===== config.mk =====
export PLATFORM = sky130hd
export DESIGN_NAME = panel_cmd_sequencer
export DESIGN_NICKNAME = d
export VERILOG_FILES = /design/src/rtl/panel_cmd_sequencer.sv
export SDC_FILE = /design/constraint.sdc
export NUM_CORES = 1
export LEC_CHECK = 0
export ABC_AREA = 1
export CAP_MARGIN = 20
export CORE_AREA = 4 4 111 113
export DETAILED_ROUTE_END_ITERATION = 8
export DIE_AREA = 0 0 115 117
export DONT_BUFFER_PORTS = 1
export SETUP_SLACK_MARGIN = 0.1
export SLEW_MARGIN = 20
export SYNTH_ARGS = -nofsm -noshare
export SYNTH_HDL_FRONTEND = slang
export SYNTH_SLANG_ARGS = --single-unit

===== constraint.sdc =====
create_clock -name clk -period 3 [get_ports clk]
set_clock_uncertainty 0.1 [all_clocks]
set_input_delay 0.45 -clock clk [delete_from_list [all_inputs] [get_ports clk]]
set_output_delay 0.45 -clock clk [all_outputs]
set_load 0.05 [all_outputs]

===== src/rtl/panel_cmd_sequencer.sv =====
// ============================================================================
// panel_cmd_sequencer
//   Front-panel key debounce, toggle latches and prioritized console commands.
//   Revision: 1.0
// ============================================================================
`default_nettype none

module panel_cmd_sequencer #(
    parameter int DEB_COUNT   = 4,
    parameter int ACK_TIMEOUT = 1023
) (
    input  logic       clk,
    input  logic       reset,
    input  logic       scan_tick,
    input  logic [8:0] key_raw,
    input  logic       cpu_run,
    input  logic       cmd_ack,
    output logic       single_step,
    output logic       halt,
    output logic       sw,
    output logic [5:0] cmd,
    output logic       cmd_valid,
    output logic       cmd_err,
    output logic       busy
);

    localparam logic [3:0]  C_DEB_LAST = 4'(DEB_COUNT - 1);
    localparam logic [15:0] C_ACK_LOAD = 16'(ACK_TIMEOUT);

    typedef enum logic [1:0] {
        ST_IDLE     = 2'd0,
        ST_ISSUE    = 2'd1,
        ST_WAIT_REL = 2'd2
    } state_t;

    logic [8:0]  deb;
    logic [8:0]  deb_prev_q;
    logic [8:0]  press;
    logic [5:0]  pend_q;
    logic [5:0]  pick;
    logic [5:0]  take;
    logic [5:0]  sel_q;
    logic [15:0] tmr_q;
    state_t      state_q;

    for (genvar gi = 0; gi < 9; gi++) begin : g_deb
        logic       deb_q;
        logic [3:0] cnt_q;

        always_ff @(posedge clk) begin
            if (reset) begin
                deb_q <= 1'b0;
                cnt_q <= 4'd0;
            end else if (scan_tick) begin
                if (key_raw[gi] == deb_q) begin
                    cnt_q <= 4'd0;
                end else if (cnt_q == C_DEB_LAST) begin
                    deb_q <= key_raw[gi];
                    cnt_q <= 4'd0;
                end else begin
                    cnt_q <= cnt_q + 4'd1;
                end
            end
        end

        assign deb[gi] = deb_q;
    end

    // Edge detect on the debounced state gives one-clk press events.
    always_ff @(posedge clk) begin
        if (reset) begin
            deb_prev_q <= '0;
        end else begin
            deb_prev_q <= deb;
        end
    end

    assign press = deb & ~deb_prev_q;

    always_ff @(posedge clk) begin
        if (reset) begin
            single_step <= 1'b0;
            halt        <= 1'b0;
            sw          <= 1'b0;
        end else begin
            single_step <= single_step ^ press[6];
            halt        <= halt ^ press[7];
            sw          <= sw ^ press[8];
        end
    end

    // Priority: clear, addr_load, extd_addr, dep, exam, cont.
    always_comb begin
        pick = 6'd0;
        if (pend_q[2])      pick = 6'b000100;
        else if (pend_q[0]) pick = 6'b000001;
        else if (pend_q[1]) pick = 6'b000010;
        else if (pend_q[5]) pick = 6'b100000;
        else if (pend_q[4]) pick = 6'b010000;
        else if (pend_q[3]) pick = 6'b001000;
    end

    assign take = (state_q == ST_IDLE) ? pick : 6'd0;
    assign busy = (state_q != ST_IDLE);

    always_ff @(posedge clk) begin
        if (reset) begin
            state_q   <= ST_IDLE;
            pend_q    <= '0;
            sel_q     <= '0;
            tmr_q     <= '0;
            cmd       <= '0;
            cmd_valid <= 1'b0;
            cmd_err   <= 1'b0;
        end else begin
            cmd_err <= 1'b0;
            pend_q  <= (pend_q & ~take) | (press[5:0] & {6{~cpu_run}});
            case (state_q)
                ST_IDLE: begin
                    if (|pend_q) begin
                        sel_q     <= pick;
                        cmd       <= pick;
                        cmd_valid <= 1'b1;
                        tmr_q     <= C_ACK_LOAD;
                        state_q   <= ST_ISSUE;
                    end
                end
                ST_ISSUE: begin
                    if (cmd_ack || (tmr_q == 16'd0)) begin
                        cmd       <= '0;
                        cmd_valid <= 1'b0;
                        state_q   <= ST_WAIT_REL;
                    end else begin
                        tmr_q <= tmr_q - 16'd1;
                        // Error pulse lines up with the final ISSUE cycle.
                        if (tmr_q == 16'd1) begin
                            cmd_err <= 1'b1;
                        end
                    end
                end
                ST_WAIT_REL: begin
                    if ((deb[5:0] & sel_q) == 6'd0) begin
                        state_q <= ST_IDLE;
                    end
                end
                default: begin
                    state_q <= ST_IDLE;
                end
            endcase
        end
    end

endmodule

`default_nettype wire


# After elaboration in Yosys (flattened, before gate mapping)
# Cells that the tools add are included.
# op_classes
n_reduce_logical	21
div	0
bitwise_logic	21
order_cmp	0
shift	0
muxes	39
mul	0
add_sub_neg	10
eq_ne	25
# op_table
operator	n
2-to-1 mux 4 bit	19
2-to-1 mux 6 bit	7
adder 4 x 1 -> 4 bit, second input constant	9
equality test 4 x 2 -> 1 bit, second input constant	9
AND reduction 3 bit	12
2-to-1 mux 16 bit	2
one-hot mux 16 bit (2 select lines)	1
AND 6 bit	3
equality test 16 x 1 -> 1 bit, second input constant	1
logical NOT 16 bit	1
subtractor 16 x 1 -> 16 bit, second input constant	1
one-hot mux 6 bit (2 select lines)	1
NOT 1 bit	11
AND 9 bit	1
equality test 1 bit	9
NOT 9 bit	1
logical NOT 6 bit	1
2-to-1 mux 2 bit	3
inequality test 2 bit, second input constant	3
NOT 6 bit	1
OR 6 bit	1
one-hot mux 2 bit (3 select lines)	1
OR reduction 6 bit	1
2-to-1 mux 5 bit	1
other kinds (11)	16
# word_totals
regBits	95
word_cells	145
latchBits	0
out_inout_bits	12
mem_bits_rw	0
mem_count	0
rom_bits	0
in_bits	14

# Logic depth before layout (Yosys ltp)
# depth
word_depth	10
mapped_depth	10
depth_no_buf	10

# Worst setup path before layout
# OpenSTA, ideal clock, no wires.
# synth_timing
kind	flip-flop to flip-flop
startpoint	register tmr_q[0]
endpoint	register tmr_q[14]
arrival_ns	1.346
path_buffers	1
required_time_ns	2.768
setup_ns	0.132
path_stages_with_launch	11
setup_slack_ns	1.422
period_less_slack_ns	1.578
path_cell_list	dfxtp_1 -> inv_1 -> ha_1 -> nand2_2 -> nor2_4 -> nand2_2 -> nand3_4 -> nand2_4 -> buf_6 -> nand2_1 -> a21oi_1
# synth_via
elab_chain_cells	4
word_cells_on_any_way	7
classes_between	add/sub (1); eq/ne (1); mux (2); reduce/logical (3)
# synth_rtl
element	line_no	rtl
start: declaration	43	logic [15:0] tmr_q;
start signal: assignment	134	tmr_q <= tmr_q - 16'd1;
branches (longest 4 deep; another with subtractor 16 x 1 -> 16 bit)	n/a	
# Parallel ways; which one is timed is not known. The select of a mux whose other input is x is not followed.
# A chain may end at the register's enable or synchronous reset.

# Worst setup path in the final report
# layout_timing
startpoint	register tmr_q[0]
endpoint	register tmr_q[1]
# The elaborated chain is that of the path after synthesis.

==> implementation parameters <==
Parameter                              Value

Outcome
  Result of the run ... complete, no violations

Pwr
  Total power divided by cell area ... 536.2 mW/mm²
  Internal power ... 2.043 mW
  Share of power burned in combinational logic ... 4.0%
  Static leakage ... 1.963 nW
  Sequential share of power ... 49.9%
  Net switching fraction of the power ... 21.25%
  Psw ... 0.5514 mW
  Clk pwr share ... 46.1%
  Maximum vdd drop ... 343.4 µV
  Total design power ... around 2.6 mW

Route
  Count of vias placed by the detailed router ... 3759
  Residual DRC ... 0
  Pre-antenna DRT Iters ... 4
  Antenna viol nets, final ... 0
  Initial DRC count ... 206
  Wire per inst ... 12.33 µm
  Detailed-route wire length ... 9.269 mm
  Avg Vias per Cell ... 4.999

Floorplanning
  Num ports ... 26
  Die Y-Extent ... 117 µm
  Initial Util ... around two fifths
  Die width ... 115 µm
  Core Box Area ... 0.01132 mm²
  Die area ... 0.01346 mm²
  Row count ... 39

Logic synthesis
  Fraction of the yosys area taken by sequential cells ... between 40% and 50%
  Synthesized area per cell ... 7.252 µm²
  Synth cell types ... 28
  Mapped cell area ... 0.004438 mm²
  Synth Net Count ... 637
  FF+latch count, synth ... 95
  Count of yosys warnings during synthesis ... 0
  Gate count of the mapped netlist ... 612

GRT
  Initial antenna violation count ... 0
  Wire length of the first global-routing pass ... roughly 16 mm
  Total Routing Usage GR ... 15.01%
  Vias in the first global route ... 3652
  Total congestion overflow after global routing ... 0
  Pin count of the biggest net entering global routing ... 73

Timing
  Final number of hold-violating endpoints ... 0
  Slew Limit Headroom ... 51.08%
  Actual transition at the worst max-transition pin ... 0.7330 ns
  Final TNS setup ... 0 ns
  Share of the clock period used by the worst path after layout ... between 60% and 70%
  Upper clock frequency limit ... 521.7 MHz
  Slew Limit Fails ... 0
  Smallest hold slack ... 0.06902 ns
  Unrepaired setup endpoints after global routing ... no
  Min Clock Period, post-route ... 1.917 ns
  Setup-failing EPs final ... 0

Clocking
  CTS H-Tree Depth ... 3
  CTS clk-pin slew, worst paths ... ~0.07 ns
  TritonCTS clock tree ... yes
  Post-CTS Hold Buffers ... 0
  CTS max path bufs ... 2
  Worst-skew pair later-pin latency ... between 0.3 and 0.4 ns
  TritonCTS buffer count ... 9
  Number of sinks handled by clock tree synthesis ... 95
  Buffer type at the clock tree root ... sky130_fd_sc_hd__clkbuf_16
  Count of buffers added by post-CTS timing repair for setup ... 0
  Total of cells resized after clock tree synthesis ... 0

Layout
  Growth of design area from synthesis to finish ... 9.022%
  Net count, final ... 629
  Number of cells in the finished layout apart from fillers ... 752
  Antenna cell count ... 0
  Fraction of final layout cells sized beyond drive strength 1 ... 6.076%
  Commonest cells after routing, fill and taps aside ... sky130_fd_sc_hd__nand2_1, sky130_fd_sc_hd__dfxtp_1, sky130_fd_sc_hd__nor2_1
  Most frequent standard cell in the layout excluding fill and tap cells ... sky130_fd_sc_hd__nand2_1

Critical path
  Required arrival time at the worst endpoint ... 3.13 ns
  CP Max Fanout ... 17
  Worst Path Arrival ... 2.05 ns
  Startpoint types ... flop
  Kind of end point of the critical path ... flop
  Class of the most critical setup path ... reg2reg

Job
  MaxCap Viol Count ... 0

Hold path
  Worst min-delay path class ... in2reg

Placement
  Cell count after placement ... about 740
  Placed wire-length estimate after detailed placement ... 6.329 mm
  Global placement routability congestion ... 0.7842
  PortBufs ... 0
through the flow:
step / worst slack, ns / cell area (µm²) / util (%)
after floorplan: 1.422 / 4438 / -
after global placement: 1.154 / 4532 / 40.03
after detailed placement: 1.093 / 4532 / 40.03
after CTS: 1.078 / 4838 / 42.74
after global routing: 0.8911 / 4838 / 42.74
final: 1.083 / 4838 / 42.74
per-layer routing:
metal	wire (µm)	part of all wire, %	global-route usage [%]	up-vias
met2	4385	47	25.89	41
met3	388	4.2	4.884	10
met4	97	1.0	4.069	0
met5	0	0	0	-
li1	-	-	-	1987
met1	4397	47	18.03	1721
flip-flops by register name, summed over array words and instances, names as in the netlist:
signal / cells
sel_q: 6
cmd_valid: 1
cmd: 6
g_deb.cnt_q: 36
deb_prev_q: 9
sw: 1
single_step: 1
tmr_q: 16
cmd_err: 1
halt: 1
g_deb.deb_q: 9
pend_q: 6
state_q: 2
cell type report:
class	instances	area (µm²)
sequential	95	1902
timing repair buffer	2	15.01
inverter	61	229.0
fill	1168	6482
tap	143	178.9
multi-input combinational	435	2207
clock inverter	4	70.07
clock buffer	12	236.5
cells in the mapped netlist:
cell type / count / share of area (%)
sky130_fd_sc_hd__a211oi_1: 7 / 1.2
sky130_fd_sc_hd__a21oi_1: 61 / 6.9
sky130_fd_sc_hd__a2bb2oi_1: 1 / 0.20
sky130_fd_sc_hd__buf_2: 5 / 0.56
sky130_fd_sc_hd__buf_6: 2 / 0.51
sky130_fd_sc_hd__clkbuf_1: 14 / 1.2
sky130_fd_sc_hd__dfxtp_1: 95 / 43
sky130_fd_sc_hd__ha_1: 11 / 3.1
sky130_fd_sc_hd__inv_1: 56 / 4.7
sky130_fd_sc_hd__inv_2: 5 / 0.42
sky130_fd_sc_hd__nand2_1: 121 / 10
sky130_fd_sc_hd__nand2_2: 3 / 0.42
sky130_fd_sc_hd__nand2_4: 1 / 0.25
sky130_fd_sc_hd__nand3_1: 63 / 7.1
sky130_fd_sc_hd__nand3_4: 1 / 0.39
sky130_fd_sc_hd__nand3b_1: 2 / 0.34
sky130_fd_sc_hd__nand4_1: 6 / 0.85
sky130_fd_sc_hd__nor2_1: 74 / 6.3
sky130_fd_sc_hd__nor2_2: 8 / 1.1
sky130_fd_sc_hd__nor2_4: 1 / 0.25
sky130_fd_sc_hd__nor3_1: 10 / 1.1
sky130_fd_sc_hd__o21ai_0: 20 / 2.3
sky130_fd_sc_hd__o21ai_1: 10 / 1.1
sky130_fd_sc_hd__o22ai_1: 1 / 0.14
sky130_fd_sc_hd__o31a_1: 6 / 1.2
sky130_fd_sc_hd__or2_0: 1 / 0.14
sky130_fd_sc_hd__or2_2: 3 / 0.42
sky130_fd_sc_hd__xor2_1: 24 / 4.7
kinds of logic after synthesis:
family	Yosys count	synth area share [%]
DFF	95	42.85
AOI/OAI and AO/OA	106	12.97
adders and majority gates	11	3.101
buffers and inverters	82	7.415
xor gates and xnor gates	24	4.736
and+or+nand+nor	294	28.93
critical path, stage by stage (launching register included):
cell	delay, ns
sky130_fd_sc_hd__dfxtp_1	0.38
sky130_fd_sc_hd__inv_1	0.10
sky130_fd_sc_hd__ha_1	0.25
sky130_fd_sc_hd__nand2_2	0.15
sky130_fd_sc_hd__nor2_4	0.07
sky130_fd_sc_hd__nand2_2	0.09
sky130_fd_sc_hd__nand3_4	0.20
sky130_fd_sc_hd__nand2_4	0.26
sky130_fd_sc_hd__inv_2	0.07
sky130_fd_sc_hd__nor2_1	0.09
sky130_fd_sc_hd__nor2_1	0.05
final timing paths:
| kind | startpoint | endpoint | slack (ns) | cells past startpoint |
|---|---|---|---|---|
| worst max-delay path | tmr_q[0] | tmr_q[1] | 1.08 | 10 |
| worst min-delay path | reset | tmr_q[14] | 0.07 | 1 |
| worst max register to register | tmr_q[0] | tmr_q[1] | 1.08 | 10 |
| worst min register to register | sel_q[5] | sel_q[5] | 0.36 | 2 |
power by group through the flow:
stage,combinational (mW),sequential [mW],clock (mW)
2_1_floorplan,0.106,1.32,0
3_3_place_gp,0.103,1.32,0
3_5_place_dp,0.105,1.32,0
4_1_cts,0.106,1.29,1.22
5_1_grt,0.125,1.30,1.28
6_report,0.104,1.29,1.20
Power figures use the tool's default switching activity.
